### src/rtl/regfile_mp_if.sv
// Register-file access bus: write port, two read ports and bulk-clear control/status.
interface regfile_mp_if #(
    parameter int unsigned DATA_WIDTH = 32,
    parameter int unsigned ADDR_WIDTH = 5
);
    logic                  ctrl_writeEn;
    logic [ADDR_WIDTH-1:0] ctrl_writeReg;
    logic [DATA_WIDTH-1:0] data_writeReg;
    logic [ADDR_WIDTH-1:0] ctrl_readRegA;
    logic [ADDR_WIDTH-1:0] ctrl_readRegB;
    logic                  ctrl_clear;
    logic [DATA_WIDTH-1:0] data_readRegA;
    logic [DATA_WIDTH-1:0] data_readRegB;
    logic                  clear_busy;
    logic                  clear_done;
    logic                  write_dropped;

    modport master (
        output ctrl_writeEn, ctrl_writeReg, data_writeReg,
        output ctrl_readRegA, ctrl_readRegB, ctrl_clear,
        input  data_readRegA, data_readRegB,
        input  clear_busy, clear_done, write_dropped
    );

    modport slave (
        input  ctrl_writeEn, ctrl_writeReg, data_writeReg,
        input  ctrl_readRegA, ctrl_readRegB, ctrl_clear,
        output data_readRegA, data_readRegB,
        output clear_busy, clear_done, write_dropped
    );
endinterface

### src/rtl/regfile_mp.sv
// Two-read/one-write register file with a one-register-per-cycle bulk-clear sweep.
// Optional same-cycle write-to-read forwarding is enabled by defining REGFILE_MP_BYPASS_EN.
module regfile_mp #(
    parameter int unsigned DATA_WIDTH = 32,
    parameter int unsigned ADDR_WIDTH = 5,
    parameter bit          ZERO_REG   = 1'b1
) (
    input  logic         clock,
    input  logic         ctrl_reset,
    regfile_mp_if.slave  bus
);
    localparam int unsigned NUM_REGS = 2 ** ADDR_WIDTH;
    localparam logic [ADDR_WIDTH-1:0] FIRST_IDX = ZERO_REG ? ADDR_WIDTH'(1) : '0;
    localparam logic [ADDR_WIDTH-1:0] LAST_IDX  = '1;

    typedef enum logic {
        IDLE  = 1'b0,
        CLEAR = 1'b1
    } state_t;

    state_t                state;
    logic [ADDR_WIDTH-1:0] sweep_idx;
    logic [DATA_WIDTH-1:0] regs [NUM_REGS];
    logic                  busy_q;
    logic                  done_q;
    logic                  dropped_q;

    logic                  write_ok_c;
    logic [DATA_WIDTH-1:0] rd_a_c;
    logic [DATA_WIDTH-1:0] rd_b_c;

    // A write racing the clear request on the same edge is dropped, not committed.
    assign write_ok_c = bus.ctrl_writeEn && (state == IDLE) && !bus.ctrl_clear &&
                        (!ZERO_REG || (bus.ctrl_writeReg != '0));

    // Storage, sweep FSM and registered status flags.
    always_ff @(posedge clock or negedge ctrl_reset) begin
        if (!ctrl_reset) begin
            for (int unsigned i = 0; i < NUM_REGS; i++) begin
                regs[i] <= '0;
            end
            state     <= IDLE;
            sweep_idx <= '0;
            busy_q    <= 1'b0;
            done_q    <= 1'b0;
            dropped_q <= 1'b0;
        end else begin
            done_q    <= 1'b0;
            dropped_q <= bus.ctrl_writeEn && ((state == CLEAR) || bus.ctrl_clear);
            case (state)
                IDLE: begin
                    if (bus.ctrl_clear) begin
                        state     <= CLEAR;
                        sweep_idx <= FIRST_IDX;
                        busy_q    <= 1'b1;
                    end else if (write_ok_c) begin
                        regs[bus.ctrl_writeReg] <= bus.data_writeReg;
                    end
                end
                CLEAR: begin
                    regs[sweep_idx] <= '0;
                    // Index holds at the last entry instead of wrapping.
                    if (sweep_idx == LAST_IDX) begin
                        state  <= IDLE;
                        busy_q <= 1'b0;
                        done_q <= 1'b1;
                    end else begin
                        sweep_idx <= sweep_idx + ADDR_WIDTH'(1);
                    end
                end
                default: state <= IDLE;
            endcase
        end
    end

    // Combinational read ports.
    always_comb begin
        rd_a_c = regs[bus.ctrl_readRegA];
        rd_b_c = regs[bus.ctrl_readRegB];
        if (ZERO_REG && (bus.ctrl_readRegA == '0)) rd_a_c = '0;
        if (ZERO_REG && (bus.ctrl_readRegB == '0)) rd_b_c = '0;
`ifdef REGFILE_MP_BYPASS_EN
        // Forward only data that will actually commit on the coming edge.
        if (write_ok_c && (bus.ctrl_readRegA == bus.ctrl_writeReg)) rd_a_c = bus.data_writeReg;
        if (write_ok_c && (bus.ctrl_readRegB == bus.ctrl_writeReg)) rd_b_c = bus.data_writeReg;
`endif
    end

    assign bus.data_readRegA = rd_a_c;
    assign bus.data_readRegB = rd_b_c;
    assign bus.clear_busy    = busy_q;
    assign bus.clear_done    = done_q;
    assign bus.write_dropped = dropped_q;
endmodule
### src/flat_wrapper.sv
// flat-port wrapper written by rule: the top's interface ports become plain ports
module regfile_mp_flat 
#(
    parameter int unsigned DATA_WIDTH = 32,
    parameter int unsigned ADDR_WIDTH = 5,
    parameter bit          ZERO_REG   = 1'b1
)
  (clock, ctrl_reset, bus_ctrl_writeEn, bus_ctrl_writeReg, bus_data_writeReg, bus_ctrl_readRegA, bus_ctrl_readRegB, bus_ctrl_clear, bus_data_readRegA, bus_data_readRegB, bus_clear_busy, bus_clear_done, bus_write_dropped);
  regfile_mp_if #(.DATA_WIDTH(DATA_WIDTH), .ADDR_WIDTH(ADDR_WIDTH)) bus_i ();
  input  logic clock;
  input  logic ctrl_reset;
  input wire logic [$bits(bus_i.ctrl_writeEn)-1:0] bus_ctrl_writeEn;
  input wire logic [$bits(bus_i.ctrl_writeReg)-1:0] bus_ctrl_writeReg;
  input wire logic [$bits(bus_i.data_writeReg)-1:0] bus_data_writeReg;
  input wire logic [$bits(bus_i.ctrl_readRegA)-1:0] bus_ctrl_readRegA;
  input wire logic [$bits(bus_i.ctrl_readRegB)-1:0] bus_ctrl_readRegB;
  input wire logic [$bits(bus_i.ctrl_clear)-1:0] bus_ctrl_clear;
  output wire logic [$bits(bus_i.data_readRegA)-1:0] bus_data_readRegA;
  output wire logic [$bits(bus_i.data_readRegB)-1:0] bus_data_readRegB;
  output wire logic [$bits(bus_i.clear_busy)-1:0] bus_clear_busy;
  output wire logic [$bits(bus_i.clear_done)-1:0] bus_clear_done;
  output wire logic [$bits(bus_i.write_dropped)-1:0] bus_write_dropped;
  assign bus_i.ctrl_writeEn = bus_ctrl_writeEn;
  assign bus_i.ctrl_writeReg = bus_ctrl_writeReg;
  assign bus_i.data_writeReg = bus_data_writeReg;
  assign bus_i.ctrl_readRegA = bus_ctrl_readRegA;
  assign bus_i.ctrl_readRegB = bus_ctrl_readRegB;
  assign bus_i.ctrl_clear = bus_ctrl_clear;
  assign bus_data_readRegA = bus_i.data_readRegA;
  assign bus_data_readRegB = bus_i.data_readRegB;
  assign bus_clear_busy = bus_i.clear_busy;
  assign bus_clear_done = bus_i.clear_done;
  assign bus_write_dropped = bus_i.write_dropped;
  regfile_mp #(.DATA_WIDTH(DATA_WIDTH), .ADDR_WIDTH(ADDR_WIDTH), .ZERO_REG(ZERO_REG)) u_core (.clock(clock), .ctrl_reset(ctrl_reset), .bus(bus_i));
endmodule
### config.mk
export PLATFORM = sky130hd
export DESIGN_NAME = regfile_mp_flat
export DESIGN_NICKNAME = d
export VERILOG_FILES = /design/src/rtl/regfile_mp_if.sv /design/src/rtl/regfile_mp.sv /design/src/flat_wrapper.sv
export SDC_FILE = /design/constraint.sdc
export NUM_CORES = 2
export LEC_CHECK = 0
export CORE_ASPECT_RATIO = 2
export CORE_MARGIN = 1
export CORE_UTILIZATION = 50
export DETAILED_ROUTE_END_ITERATION = 6
export PLACE_DENSITY = 0.76
export SLEW_MARGIN = 15
export SYNTH_ARGS = -nofsm -noshare
export SYNTH_HDL_FRONTEND = slang
export SYNTH_SLANG_ARGS = --single-unit
export TNS_END_PERCENT = 50
### constraint.sdc
create_clock -name clock -period 11.4 [get_ports clock]
set_input_delay 3.42 -clock clock [delete_from_list [all_inputs] [get_ports clock]]
set_output_delay 3.42 -clock clock [all_outputs]
set_load 0.02 [all_outputs]
==> results.ini <==
[status]
status=complete, but fails checks
violations=DRC, capacitance limit

[synthesis]
synth_nets=4930
ys_seq_area_share_pct=46.8
synth_most_common_cell=nand2_1
dominantRegCellSynth=dfrtp_1
ys_ff_latch=1033
syn_area_per_cell_um2=11.3
syn_area_um2=55200
synth.area.top_cells=dfrtp_1, mux4_2, a22o_1
netlist.area_leader.share_pct=46.8
synth-edff-count=0
yosys_warnings=0
async_flop_share_pct=100
ys_types=45
synth_top_cell_by_area=dfrtp_1
syn_inst=4874
synth_common_cells=nand2_1, dfrtp_1, a22o_1, mux4_2, o21ai_0

[global_routing]
first_global_vias=46300
grt_max_degree=174
track_usage_pct=39.2
grt_pass1_wl_um=317000
grt.overflow.total=0
antenna_found_initial=11

[clock_network]
htreeDepth=3
cts_inserted_buffers=95
ctsHoldBuffers=0
post_cts_buffers=0
cts_tree=built
cts_sinks=1033
ctsLongestPathBuffers=3
cts-root-buf=clkbuf_16
cts_resized=0
cts.reportedPaths.clkPinSlew_ns=0.06
clock_latency_ns=0.76

[layout]
fin_area_um2=60800
areaGrowthSynthToFinish_pct=10.2
multi_input_area_um2=27400
layout-drive-gt1-share_pct=19.2
regArea_um2=25800
fin_nets=4765
n_fill_cell=8927

[timing]
worstMarginPinSlew_ns=1.46
rsz0062_at_grt=no
fin_setup_tns_ns=0
finalHoldViolCount=0
max_freq_mhz=94.7
slew-limit-headroom_pct=2.22
slew_viol_final=0
hold_slack_ns=0.519
setup_slack_ns=0.839
finalClockSkew_ns=0.0272
setup_viol=0
finalCritPeriodShare_pct=92.6
min_period_ns=10.56

[floorplanning]
rows=172
die-area_um2=112000
dieWidth_um=237
fp.dieH_um=472
core-area_um2=110000
start_util_pct=50.3
ioPinCount=118

[setup_path]
critical_path_class=input port to output pin
worstPathArrival_ns=7.14
cp-end-kind=output pin
critPathRequiredTime_ns=7.98
path_max_fanout=27
cp-start-kind=input port

[routing]
antenna_left=0
drc=17
drt_iter0_markers=7484
first_pass_iters=7
via_per_inst=7.55
vias=46700
wl_um=217000
routedWlPerCell_um=35.1

[power]
powerDensity_nw_per_um2=200
p_leak_nw=26.0
max-vdd-ir-drop_mv=0.161
power.total_mw=12.2

[place]
post-place-ws_ns=1.17
place_area_um2=57700
place.gp.congestion=1.11
io_buffers=117
dp_hpwl_um=129000

[job]
maxCapViolations=1

[worst_hold_path]
hp-class=register to register

## routing by layer
metal | global-route usage [%] | wire, µm | vias up | part of all wire [%]
li1 | - | - | 17800 | -
met1 | 43.4 | 65700 | 23200 | 30
met2 | 59.8 | 98200 | 4354 | 45
met3 | 12.9 | 28400 | 1318 | 13
met4 | 35.6 | 24500 | 14 | 11
met5 | 1.23 | 145 | - | 0.067
## area by class of cell
| class | instances | area share, % |
|---|---|---|
| Clock buffer | 127 | 4.32 |
| Inverter | 6 | 0.0391 |
| Sequential cell | 1033 | 42.5 |
| Multi-Input combinational cell | 3281 | 45.1 |
| Antenna cell | 5 | 0.0206 |
| Tap cell | 1392 | 2.86 |
| Timing Repair Buffer | 292 | 4.46 |
| Clock inverter | 43 | 0.742 |
## power by group
part / internal (mW) / switching (mW) / total (mW)
Clock: 1.77 / 1.54 / 3.31
Combinational: 1.37 / 2.00 / 3.37
Sequential: 4.63 / 0.845 / 5.48
Total: 7.77 / 4.39 / 12.2
## flip-flops by register name, indices dropped and copies added (netlist names)
name / count
u_core.state: 1
u_core.bus.clear_busy: 1
u_core.sweep_idx: 5
u_core.bus.clear_done: 1
u_core.bus.write_dropped: 1
u_core.regs: 1024
## logic make-up (layout without fill, tap and decap cells)
| family | count (synthesis) | in the layout | synth area share, % |
|---|---|---|---|
| xor gates and xnor gates | 3 | 3 | 0.0476 |
| DFF | 1033 | 1033 | 46.8 |
| adders and majority gates | 5 | 5 | 0.113 |
| buffers and inverters | 560 | 468 | 4.18 |
| and+or+nand+nor | 1251 | 1251 | 9.64 |
| AOI/OAI and AO/OA | 1380 | 1380 | 17.3 |
| other | 0 | 5 | 0 |
| muxes | 642 | 642 | 21.9 |
## per-stage QoR
| step | std cells | utilization (%) |
|---|---|---|
| floorplan | 4874 | - |
| global placement | 6002 | 52.6 |
| detailed placement | 6002 | 52.6 |
| CTS | 6172 | 55.4 |
| global route | 6176 | 55.4 |
| finish | 6179 | 55.4 |
## layout by cell type (no fill, tap or decap), drive strengths merged, types with 7 or more instances in the layout
| cell | netlist | layout |
|---|---|---|
| and3 | 7 | 7 |
| o2111ai | 17 | 17 |
| clkdlybuf4s50 | 0 | 105 |
| o21ai | 623 | 623 |
| a22o | 484 | 484 |
| a311oi | 64 | 64 |
| nand2 | 1075 | 1075 |
| a211oi | 64 | 64 |
| a22oi | 65 | 65 |
| clkbuf | 382 | 127 |
| a21oi | 15 | 15 |
| mux2i | 128 | 128 |
| a221oi | 47 | 47 |
| dfrtp | 1033 | 1033 |
| nor3 | 29 | 29 |
| mux4 | 448 | 448 |
| nor2 | 10 | 10 |
| nor2b | 71 | 71 |
| buf | 172 | 187 |
| clkinv | 0 | 24 |
| and2 | 36 | 36 |
| mux2 | 66 | 66 |
| inv | 6 | 13 |
## worst paths after layout
check	from	endpoint	slack [ns]	cells past startpoint
worst max-delay path	bus_ctrl_readRegA[0]	bus_data_readRegA[20]	0.84	7
worst min-delay path	u_core.regs[744]	u_core.regs[744]	0.52	1
worst max register to register	u_core.sweep_idx[4]	u_core.regs[290]	8.23	5
max in group asynchronous	ctrl_reset	u_core.regs[720]	6.93	2
worst min register to register	u_core.regs[744]	u_core.regs[744]	0.52	1
min in group asynchronous	ctrl_reset	u_core.regs[384]	2.78	1
## worst max-delay path: stages
cell	delay, ns
buf_4	0.51
buf_4	0.40
and2_1	0.35
buf_4	0.41
a22oi_1	0.15
a311oi_1	1.06
clkdlybuf4s50_1	0.80
No activity file was read; power rests on OpenSTA's default activity.
